File: src/rtl/ped_request_pkg.sv
// ped_request_pkg
// Shared definitions for the pedestrian walk-request front end:
// the FSM state encoding and the width of the accepted-press counter.
// No ports; imported by ped_request.

package ped_request_pkg;

    localparam logic [1:0] IDLE     = 2'd0;
    localparam logic [1:0] PENDING  = 2'd1;
    localparam logic [1:0] COOLDOWN = 2'd2;

    typedef enum logic [1:0] {
        ST_IDLE     = IDLE,
        ST_PENDING  = PENDING,
        ST_COOLDOWN = COOLDOWN
    } state_e;

    localparam int PRESS_CNT_W = 8;
    localparam logic [PRESS_CNT_W-1:0] PRESS_CNT_MAX = {PRESS_CNT_W{1'b1}};
    localparam logic [PRESS_CNT_W-1:0] PRESS_CNT_ONE = {{(PRESS_CNT_W-1){1'b0}}, 1'b1};

endpackage

File: src/rtl/ped_request_debounce_sync.sv
// debounce_sync
// Brings an asynchronous push-button into the clk domain with a 2-flop
// synchronizer, then debounces it: the stable level only flips after the
// synchronized input has disagreed with it for DEBOUNCE_CYCLES consecutive
// cycles. The stable level is presented through one output register.
// Ports:
//   clk  - system clock, rising edge
//   rst  - asynchronous active-high reset
//   din  - raw button, asynchronous to clk
//   dout - debounced, registered button level

module debounce_sync #(
    parameter logic [31:0] DEBOUNCE_CYCLES = 32'd1000000
) (
    input  logic clk,
    input  logic rst,
    input  logic din,
    output logic dout
);

    localparam logic [31:0] CNT_LAST = DEBOUNCE_CYCLES - 32'd1;

    logic        sync1_q, sync1_d;
    logic        sync2_q, sync2_d;
    logic        level_q, level_d;
    logic        dout_q,  dout_d;
    logic [31:0] cnt_q,   cnt_d;

    // Counter only runs while the synchronized input disagrees with the
    // stable level; any agreeing cycle restarts the count, so a glitch
    // shorter than DEBOUNCE_CYCLES can never flip the level.
    always_comb begin
        sync1_d = din;
        sync2_d = sync1_q;
        dout_d  = level_q;
        level_d = level_q;
        cnt_d   = 32'd0;
        if (sync2_q != level_q) begin
            if (cnt_q == CNT_LAST) begin
                level_d = ~level_q;
            end else begin
                cnt_d = cnt_q + 32'd1;
            end
        end
    end

    always_ff @(posedge clk or posedge rst) begin
        if (rst) begin
            sync1_q <= 1'b0;
            sync2_q <= 1'b0;
            level_q <= 1'b0;
            dout_q  <= 1'b0;
            cnt_q   <= 32'd0;
        end else begin
            sync1_q <= sync1_d;
            sync2_q <= sync2_d;
            level_q <= level_d;
            dout_q  <= dout_d;
            cnt_q   <= cnt_d;
        end
    end

    assign dout = dout_q;

endmodule

File: src/rtl/ped_request.sv
// ped_request
// Pedestrian walk-request front end. Debounces the raw button, turns each
// debounced rising edge into a press, latches one request until the
// sequencer acknowledges it, then ignores presses for a cooldown window.
// Ports:
//   clk       - system clock, rising edge
//   rst       - asynchronous active-high reset
//   btn_raw   - raw button, asynchronous, active-high
//   ack       - acknowledge from the sequencer (request serviced)
//   req       - latched walk request
//   btn_level - debounced button level
//   cooldown  - high during the post-acknowledge cooldown window
//   press_cnt - accepted requests, saturating at 255

module ped_request
    import ped_request_pkg::*;
#(
    parameter logic [31:0] DEBOUNCE_CYCLES = 32'd1000000,
    parameter logic [31:0] COOLDOWN_CYCLES = 32'd500000000
) (
    input  logic                   clk,
    input  logic                   rst,
    input  logic                   btn_raw,
    input  logic                   ack,
    output logic                   req,
    output logic                   btn_level,
    output logic                   cooldown,
    output logic [PRESS_CNT_W-1:0] press_cnt
);

    // A zero cooldown still spends one cycle in COOLDOWN.
    localparam logic [31:0] COOL_LAST =
        (COOLDOWN_CYCLES == 32'd0) ? 32'd0 : (COOLDOWN_CYCLES - 32'd1);

    logic                   level;
    logic                   level_prev_q, level_prev_d;
    logic                   press;
    state_e                 state_q, state_d;
    logic [31:0]            cool_cnt_q, cool_cnt_d;
    logic [PRESS_CNT_W-1:0] press_cnt_q, press_cnt_d;

    debounce_sync #(
        .DEBOUNCE_CYCLES(DEBOUNCE_CYCLES)
    ) u_debounce (
        .clk  (clk),
        .rst  (rst),
        .din  (btn_raw),
        .dout (level)
    );

    // Rising edge of the debounced level only; releases are not events.
    always_comb begin
        level_prev_d = level;
        press        = level & ~level_prev_q;
    end

    // Next-state logic. In PENDING, ack takes priority over a coincident
    // press, and presses there are absorbed into the outstanding request.
    // COOLDOWN ignores both presses and ack until its counter expires.
    always_comb begin
        state_d     = state_q;
        cool_cnt_d  = cool_cnt_q;
        press_cnt_d = press_cnt_q;
        case (state_q)
            ST_IDLE: begin
                cool_cnt_d = 32'd0;
                if (press) begin
                    state_d = ST_PENDING;
                    if (press_cnt_q != PRESS_CNT_MAX) begin
                        press_cnt_d = press_cnt_q + PRESS_CNT_ONE;
                    end
                end
            end
            ST_PENDING: begin
                cool_cnt_d = 32'd0;
                if (ack) begin
                    state_d = ST_COOLDOWN;
                end
            end
            ST_COOLDOWN: begin
                if (cool_cnt_q == COOL_LAST) begin
                    state_d    = ST_IDLE;
                    cool_cnt_d = 32'd0;
                end else begin
                    cool_cnt_d = cool_cnt_q + 32'd1;
                end
            end
            default: begin
                state_d    = ST_IDLE;
                cool_cnt_d = 32'd0;
            end
        endcase
    end

    always_ff @(posedge clk or posedge rst) begin
        if (rst) begin
            level_prev_q <= 1'b0;
            state_q      <= ST_IDLE;
            cool_cnt_q   <= 32'd0;
            press_cnt_q  <= '0;
        end else begin
            level_prev_q <= level_prev_d;
            state_q      <= state_d;
            cool_cnt_q   <= cool_cnt_d;
            press_cnt_q  <= press_cnt_d;
        end
    end

    assign req       = (state_q == ST_PENDING);
    assign cooldown  = (state_q == ST_COOLDOWN);
    assign btn_level = level;
    assign press_cnt = press_cnt_q;

endmodule

File: config.mk
export PLATFORM = sky130hd
export DESIGN_NAME = ped_request
export DESIGN_NICKNAME = d
export VERILOG_FILES = /design/src/rtl/ped_request_pkg.sv /design/src/rtl/ped_request_debounce_sync.sv /design/src/rtl/ped_request.sv
export SDC_FILE = /design/constraint.sdc
export NUM_CORES = 1
export LEC_CHECK = 0
export BUFFER_PORTS_ARGS = -buffer_cell sky130_fd_sc_hd__buf_2
export CAP_MARGIN = 10
export CORE_MARGIN = 1
export CORE_UTILIZATION = 50
export CTS_CLUSTER_SIZE = 14
export DETAILED_ROUTE_END_ITERATION = 12
export PLACE_DENSITY_LB_ADDON = 0.12
export SYNTH_ARGS = -nofsm -noshare
export SYNTH_HDL_FRONTEND = slang
export SYNTH_HIERARCHICAL = 1
export SYNTH_SLANG_ARGS = --single-unit
File: constraint.sdc
create_clock -name clk -period 2.2 [get_ports clk]
set_input_delay 0.44 -clock clk [delete_from_list [all_inputs] [get_ports clk]]
set_output_delay 0.44 -clock clk [all_outputs]
set_load 0.03 [all_outputs]
==> summary.txt, run 1 <==
outcome = completed
pin count of the biggest net entering global routing = 37
worst rel slew slack = 54.7%
CTS H-tree depth = 3
Async S/R FF share, synth = 100%
Final period util = 91.1%
Iteration-0 DRC Markers = 119
cell count after placement = 515
Worst Hold Class = input port to asynchronous set/reset pin
Post-synth EDFFs = 0
flop2flop setup slack = 0.20 ns
total track usage = 20.9%
RSZ-0062 raised after global routing = false
GR Overflow Total = 0
mean post-synth cell area = 9.92 um2
Commonest cells post-synth = dfrtp_1 (79), nor2_1 (47), nand2_1 (31)
vias in the first global route = 3015
Vias per Instance = 5.66
crit path kind = flop to flop
Crit Path Max Fanout = 9
die area = 8440 um2
Post-Syn Area = 4040 um2
I/O Buffers = 14
most numerous cell in the Yosys netlist = dfrtp_1
# DRC = 0
Peak VDD IR = 0.396 mV
Ports = 15
Clock Pin Slew Worst Setup and Hold Paths = 0.08 ns
Max Clock Freq = 0.499 GHz
global-route wire length before repair = 14000 um
final hold vios = 0
fin crit period = 2.00 ns
Post-CTS Resized = 0
NumNets Final = 431
measured slew at the worst slew-check pin = 0.675 ns
CTS max path bufs = 2
# Post-CTS Setup Buffers = 0
Final Setup Violations = 0
Final ANT Viol Nets = 0
PwrDens = 557 nW/um2
Fin Setup TNS = 0 ns
Syn-to-layout area delta = 9.94%
Synth Flop Type = dfrtp_1
gpl congestion = 0.820
CTS Root Buffer Type = clkbuf_8
syn nets = 414
cell count after synthesis = 407
worst r2r path cells = 5
WL final = 7810 um
Die X = 91.9 um
Worst Clk Skew = 0.0108 ns
# hold bufs at CTS = 0
critical path data required time = 2.47 ns
Diodes inserted = 0
Yosys cell types = 48
post-synth top area share = 48.9%
Synth area leaders = dfrtp_1 (49%), xor2_1 (6.3%), nor2_1 (4.4%)
final std cells w/o fill = 531
Max Cap Viol = 0
final cell area excluding filler cells = 4440 um2
leakage = 1.84 nW
Syn. warnings = 6
CTS tree = built
DR vias = 3004
clk_lat worst skew = 0.34 ns
FP Rows = 32
Final WS setup = 0.196 ns
CTS Sinks = 79
TritonCTS Buffers = 9
Slew Limit Fails = 0
pre-CTS setup slack = 0.215 ns
CP startpoint kind = flop
die height = 91.9 um
register area share after synthesis = 48.9%
placed cell areas = 4270 um2
initial antenna violation count = 0
share of layout cells above drive strength 1 = 14.0%
DR pass1 iterations = 4
WL/cell = 14.7 um
hpwl dp = 5530 um
Hold Slack = 0.112 ns
CP Capture Type = flop
Initial Utilization = 52.0%
post-synthesis sequential element count = 79
Core Area = 7770 um2
CP Data Arrival Time = 2.27 ns
biggest area consumer among synthesized cells = dfrtp_1
## where the power goes
| group | internal (W) | total, W | switching [W] |
|---|---|---|---|
| registers | 0.00146 | 0.00146 | 0.00000519 |
| logic | 0.0000166 | 0.0000605 | 0.0000439 |
| clock network | 0.000464 | 0.000952 | 0.000488 |
| total | 0.00194 | 0.00248 | 0.000537 |
## kinds of logic after synthesis
logic type,Yosys count,synth area share [%]
multiplexers,2,0.558
AO/OA/AOI/OAI,51,8.36
XOR/XNOR,45,9.76
buffers and inverters,27,3.07
flip-flops,79,48.9
AND/OR/NAND/NOR,200,28.4
adder cells (fa/ha/maj),3,0.929
## critical path, stage by stage (launching register included)
cell and delay, ns:
dfrtp_1 0.40, ha_1 0.21, and4_1 0.30, nand4_1 0.32, or4_1 0.56, a21oi_1 0.15
## layout make-up
type	count	area, um2
flip-flops and latches	79	1980
clock buffers	12	155
repair buffers	22	168
well taps	102	128
inverters	11	41.3
clock inverters	4	20.0
multi-input cells	301	1950
fillers	702	3330
## final timing paths
| kind | startpoint | to |
|---|---|---|
| min reg2reg | u_debounce/sync1_q | u_debounce/sync2_q |
| max | u_debounce/cnt_q[0] | u_debounce/cnt_q[28] |
| min | rst | press_cnt[7] |
| min in group clk | btn_raw | u_debounce/sync1_q |
| max reg2reg | u_debounce/cnt_q[0] | u_debounce/cnt_q[28] |
| max in group asynchronous | rst | cool_cnt_q[27] |
## sequential cells by signal (all words and copies together), names as in the netlist
| register | count |
|---|---|
| u_debounce/sync2_q | 1 |
| u_debounce/dout_d | 1 |
| u_debounce/dout | 1 |
| u_debounce/cnt_q | 32 |
| press_cnt | 8 |
| u_debounce/sync1_q | 1 |
| state_q | 2 |
| level_prev_q | 1 |
| cool_cnt_q | 32 |
## through the flow
stage / util (%) / power [W]
floorplan: - / 0.00153
global placement: 54.9 / 0.00155
detailed placement: 54.9 / 0.00155
CTS: 57.2 / 0.00252
global route: 57.2 / 0.00259
finish: 57.2 / 0.00248
## layout by cell type (no fill, tap or decap), types with 11 or more instances in the layout
cell type / n
dfrtp_1: 79
xor2_1: 29
nand3_1: 23
or4_1: 11
buf_2: 14
nand4_1: 18
xnor2_1: 16
clkbuf_8: 11
a21oi_1: 24
nor2_1: 47
nand2_1: 31
## per-layer routing
metal | global-route usage [%] | wire, um | up-vias
li1 | - | - | 1498
met1 | 25.6 | 3570 | 1467
met2 | 35.9 | 3940 | 33
met3 | 5.89 | 223 | 6
met4 | 5.99 | 78 | 0
met5 | 0 | 0 | -
Power figures use the tool's default switching activity.
==> run 2: changes to the inputs <==
RECOVER_POWER = 100   (was unset)
TNS_END_PERCENT = 20   (was unset)
==> run 2 against run 1 <==
Against the previous run:
- register-to-register slack barely moved
- sequential share of layout area rose by 1.1 points
- clock skew barely moved
- critical endpoint unchanged
==> summary.txt, run 2 (synthesis gave the netlist of run 1 again) <==
outcome = completed
Die X = 91.9 um
# DRC = 0
CP Capture Type = flop
WL/cell = 14.8 um
FP Rows = 32
global-route wire length before repair = 14000 um
hpwl dp = 5530 um
Slew Limit Fails = 0
crit-path cells = ha_1, and4_1, nand4_1, or4_1, a21oi_1
CTS tree = built
flop2flop setup slack = 0.19 ns
Initial Utilization = 52.0%
clk_lat worst skew = 0.34 ns
leakage = 1.76 nW
Peak VDD IR = 0.396 mV
Hold Slack = 0.0784 ns
DR vias = 2999
Max Cap Viol = 0
gpl congestion = 0.820
die area = 8440 um2
commonest non-fill, non-tap cell in the layout = dfrtp_1
Critical path buffers and inverters = 0
die height = 91.9 um
CTS Sinks = 79
NumNets Final = 431
share of layout cells above drive strength 1 = 9.09%
R2R Path End = u_debounce/cnt_q[28]
CP startpoint kind = flop
Filler cells = 727
Fin Setup TNS = 0 ns
WL final = 7870 um
measured slew at the worst slew-check pin = 1.42 ns
crit path kind = flop to flop
RSZ-0062 raised after global routing = false
GR Overflow Total = 0
CTS H-tree depth = 3
worst r2r path cells = 5
worst rel slew slack = 5.47%
vias in the first global route = 3015
Final ANT Viol Nets = 0
PwrDens = 569 nW/um2
fin crit period = 2.01 ns
CTS max path bufs = 2
TritonCTS Buffers = 9
initial antenna violation count = 0
pin count of the biggest net entering global routing = 37
total track usage = 20.9%
Ports = 15
Clock Pin Slew Worst Setup and Hold Paths = 0.08 ns
Crit-path slowest cell = or4_1
CTS Root Buffer Type = clkbuf_8
critical path data required time = 2.47 ns
Max Clock Freq = 0.497 GHz
Crit Path Max Fanout = 9
worst r2r src = u_debounce/cnt_q[0]
commonest non-fill, non-tap cells in the layout = dfrtp_1 (79), nor2_1 (47), nand2_1 (31), xor2_1 (29), a21oi_1 (25)
CP Data Arrival Time = 2.28 ns
Diodes inserted = 0
Syn-to-layout area delta = 7.34%
delay-heaviest family, CP = simple AND/OR/NAND/NOR gates
Crit path largest cell delay = 0.56 ns
final hold vios = 0
# Post-CTS Setup Buffers = 0
# hold bufs at CTS = 0
I/O Buffers = 14
Worst Hold Class = input port to asynchronous set/reset pin
Final Setup Violations = 0
Final period util = 91.4%
Worst Clk Skew = 0.0106 ns
Core Area = 7770 um2
Iteration-0 DRC Markers = 126
Vias per Instance = 5.65
DR pass1 iterations = 4
Post-CTS Resized = 0
## run 2: cell count changes in the layout (fill, tap and decap cells not counted), sizes merged
cell / delta
buf: -16
clkbuf: +16
## run 2: worst max path at each step
stage	cells after the start	slack, ns	to	from
2_1_floorplan	5	0.43	u_debounce/cnt_q[10]	u_debounce/cnt_q[6]
3_3_place_gp	5	0.29	u_debounce/cnt_q[28]	u_debounce/cnt_q[0]
3_5_place_dp	5	0.22	u_debounce/cnt_q[28]	u_debounce/cnt_q[0]
4_1_cts	5	0.20	u_debounce/cnt_q[28]	u_debounce/cnt_q[0]
5_1_grt	5	0.06	u_debounce/cnt_q[28]	u_debounce/cnt_q[0]
6_report	5	0.19	u_debounce/cnt_q[28]	u_debounce/cnt_q[0]
## run 2: cell type report
cell class	count	area (um2)	area share, %
Tap cell	102	128	2.94
Sequential cell	79	1980	45.6
Clock buffer	12	155	3.58
Inverter	11	41.3	0.952
Timing Repair Buffer	22	118	2.71
Clock inverter	4	20.0	0.462
Multi-Input combinational cell	301	1900	43.8
## run 2: where the power goes
group	switching, W	internal [W]	leakage (nW)
clock	0.000489	0.000464	0.0959
sequential	0.00000519	0.00146	1.10
combinational	0.0000430	0.0000100	0.565
total	0.000537	0.00193	1.76
## run 2: layer usage
metal / share of wire, % / vias up / wire length [um] / track usage (%)
li1: - / 1497 / - / -
met1: 46 / 1468 / 3650 / 25.6
met2: 50 / 26 / 3900 / 35.9
met3: 2.4 / 8 / 190 / 5.89
met4: 1.5 / 0 / 117 / 5.99
met5: 0 / - / 0 / 0
## run 2: through the flow
| stage | setup WS (ns) | cells | power, W | instance area (um2) | util, % |
|---|---|---|---|---|---|
| global placement | 0.286 | 515 | 0.00155 | 4270 | 54.9 |
| floorplan | 0.434 | 407 | 0.00153 | 4040 | - |
| finish | 0.190 | 531 | 0.00247 | 4340 | 55.8 |
| detailed placement | 0.215 | 515 | 0.00155 | 4270 | 54.9 |
| global route | 0.0551 | 531 | 0.00258 | 4340 | 55.8 |
| CTS | 0.201 | 531 | 0.00252 | 4440 | 57.2 |
==> run 3: changes to the inputs <==
ABC_AREA = 1   (was unset)
SLEW_MARGIN = 15   (was unset)
==> run 3 against run 2 <==
Against the previous run:
- maximum frequency increased by 4.3%
- clock skew fell by 0.0017 ns
- total power increased by 7.3%
- synthesized cell count is 65% higher
- hold slack better by 0.092 ns
- core utilization fell by 1.1 points
- critical endpoint is now cooldown
- highest routed layer unchanged
==> summary.txt, run 3 <==
outcome = completed
final hold vios = 0
share of layout cells above drive strength 1 = 7.31%
leakage = 2.13 nW
Slew Limit Fails = 0
Final ANT Viol Nets = 0
crit-path cells = nor2_2, clkbuf_1, clkbuf_2
Ports = 15
Post-synth EDFFs = 0
Crit Path Max Fanout = 5
CP startpoint kind = flop
global-route wire length before repair = 18300 um
hold endpoint = u_debounce/sync1_q
crit path kind = flop to output pin
measured slew at the worst slew-check pin = 1.05 ns
register area share after synthesis = 42.1%
RSZ-0062 raised after global routing = false
CTS max path bufs = 2
DR pass1 iterations = 5
syn nets = 678
Vias per Instance = 4.95
Fin Setup TNS = 0 ns
CP startpoint = state_q[0]
CTS Root Buffer Type = clkbuf_8
TritonCTS Buffers = 9
worst r2r src = cool_cnt_q[0]
Core Area = 9150 um2
total track usage = 23.7%
die height = 98.9 um
Worst Hold Class = input port to flop
vias in the first global route = 4141
Crit path largest cell delay = 0.41 ns
post-synthesis xor/xnor area fraction = 5.78%
Diodes inserted = 0
CP Capture Type = output pin
CP Data Arrival Time = 1.49 ns
CTS Sinks = 79
die area = 9790 um2
critical path data required time = 1.76 ns
Iteration-0 DRC Markers = 130
worst r2r path cells = 8
worst hold path depth = 1
GR Overflow Total = 0
pre-CTS setup slack = 0.411 ns
Syn-to-layout area delta = 6.63%
# DRC = 0
adder-cell share of the synthesized area = 0.799%
Async S/R FF share, synth = 100%
Max Clock Freq = 0.519 GHz
Compound-Gate Fraction of Synth Area = 1.94%
# hold bufs at CTS = 0
Final period util = 87.6%
commonest non-fill, non-tap cells in the layout = nand2_1 (225), nor2_1 (165), dfrtp_1 (79), inv_1 (65), nand3_1 (42)
final core occ = 54.7%
Tot Pwr = 0.00265 W
WL/cell = 12.7 um
Peak VDD IR = 0.270 mV
CTS tree = built
post-synth top area share = 42.1%
Final Setup Violations = 0
clk_lat worst skew = 0.37 ns
cell count after synthesis = 671
FP Rows = 35
pin count of the biggest net entering global routing = 44
Post-CTS Resized = 0
flop2flop setup slack = 0.34 ns
Crit-path slowest cell = dfrtp_1
Hold Slack = 0.171 ns
Final WS setup = 0.272 ns
post-synthesis sequential element count = 79
gpl congestion = 0.942
Clock Pin Slew Worst Setup and Hold Paths = 0.09 ns
Commonest cells post-synth = nand2_1 (222), nor2_1 (159), dfrtp_1 (79)
Worst Clk Skew = 0.00894 ns
Synth Flop Type = dfrtp_1
Synth area leaders = dfrtp_1 (42%), nand2_1 (18%), nor2_1 (13%)
NumNets Final = 700
Initial Utilization = 51.3%
Simple-Gate Fraction of Synth Area = 43.1%
biggest area consumer among synthesized cells = dfrtp_1
Syn. warnings = 6
PwrDens = 529 nW/um2
Max Cap Viol = 0
# Post-CTS Setup Buffers = 0
initial antenna violation count = 0
DR vias = 4006
mux cell area share after synthesis = 0%
WL final = 10300 um
main combinational cell family by area after synthesis = simple AND/OR/NAND/NOR gates
most numerous cell in the Yosys netlist = nand2_1
min-delay src = btn_raw
R2R Path End = cool_cnt_q[14]
Post-Syn Area = 4700 um2
Yosys cell types = 28
hpwl dp = 7770 um
mean post-synth cell area = 7.00 um2
I/O Buffers = 14
worst rel slew slack = 29.8%
commonest non-fill, non-tap cell in the layout = nand2_1
fin crit period = 1.93 ns
CTS H-tree depth = 3
Die X = 98.9 um
[run 3: changes by cell type after synthesis, sizes merged, moves of 12 or more]
| cell | previous run | this run |
|---|---|---|
| nand3 | 27 | 42 |
| nand4 | 20 | 2 |
| inv | 11 | 68 |
| nand2 | 32 | 233 |
| nor2 | 47 | 183 |
| a21oi | 25 | 7 |
| or4 | 12 | 0 |
[run 3: cell type report]
type                    count  area [um2]
clock buffers               9         124
well taps                 111         139
flip-flops and latches     79        1980
clock inverters             7        72.6
fillers                   909        4140
repair buffers             17        70.1
inverters                  68         255
multi-input cells         518        2370
[run 3: routing by layer]
layer | global-route usage (%) | up-vias | part of all wire (%)
met5 | 0 | - | 0
met4 | 11.6 | 0 | 3.3
met3 | 3.26 | 28 | 2.8
met2 | 42.9 | 59 | 49
met1 | 27.6 | 1827 | 45
li1 | - | 2092 | -
[run 3: per-stage QoR]
stage / cell area [um2] / instances
finish: 5010 / 809
CTS: 5090 / 809
floorplan: 4700 / 671
detailed placement: 4890 / 793
global route: 5010 / 809
global placement: 4890 / 793
[run 3: power breakdown]
| group | leakage [nW] | switching, W | internal, W |
|---|---|---|---|
| logic | 0.939 | 0.0000682 | 0.0000164 |
| clock network | 0.0974 | 0.000644 | 0.000447 |
| registers | 1.09 | 0.0000111 | 0.00146 |
[run 3: critical path, delay by kind of cell (launching register included)]
family | cells | cell delay [ns]
buf+inv | 2 | 0.61
flops | 1 | 0.41
simple gates | 1 | 0.10
[run 3: worst max-delay path by stage]
| stage | cells after the start | slack [ns] | end |
|---|---|---|---|
| 6_report | 3 | 0.27 | cooldown |
| 3_3_place_gp | 6 | 0.48 | u_debounce/cnt_q[0] |
| 2_1_floorplan | 8 | 0.67 | press_cnt[7] |
| 5_1_grt | 4 | 0.15 | cooldown |
| 4_1_cts | 6 | 0.40 | u_debounce/cnt_q[14] |
| 3_5_place_dp | 6 | 0.41 | u_debounce/cnt_q[0] |
[run 3: kinds of logic after synthesis]
group                    after synthesis
adder cells (fa/ha/maj)                3
flip-flops                            79
AO/OA/AOI/OAI                         16
XOR/XNOR                              31
AND/OR/NAND/NOR                      468
buffers and inverters                 74
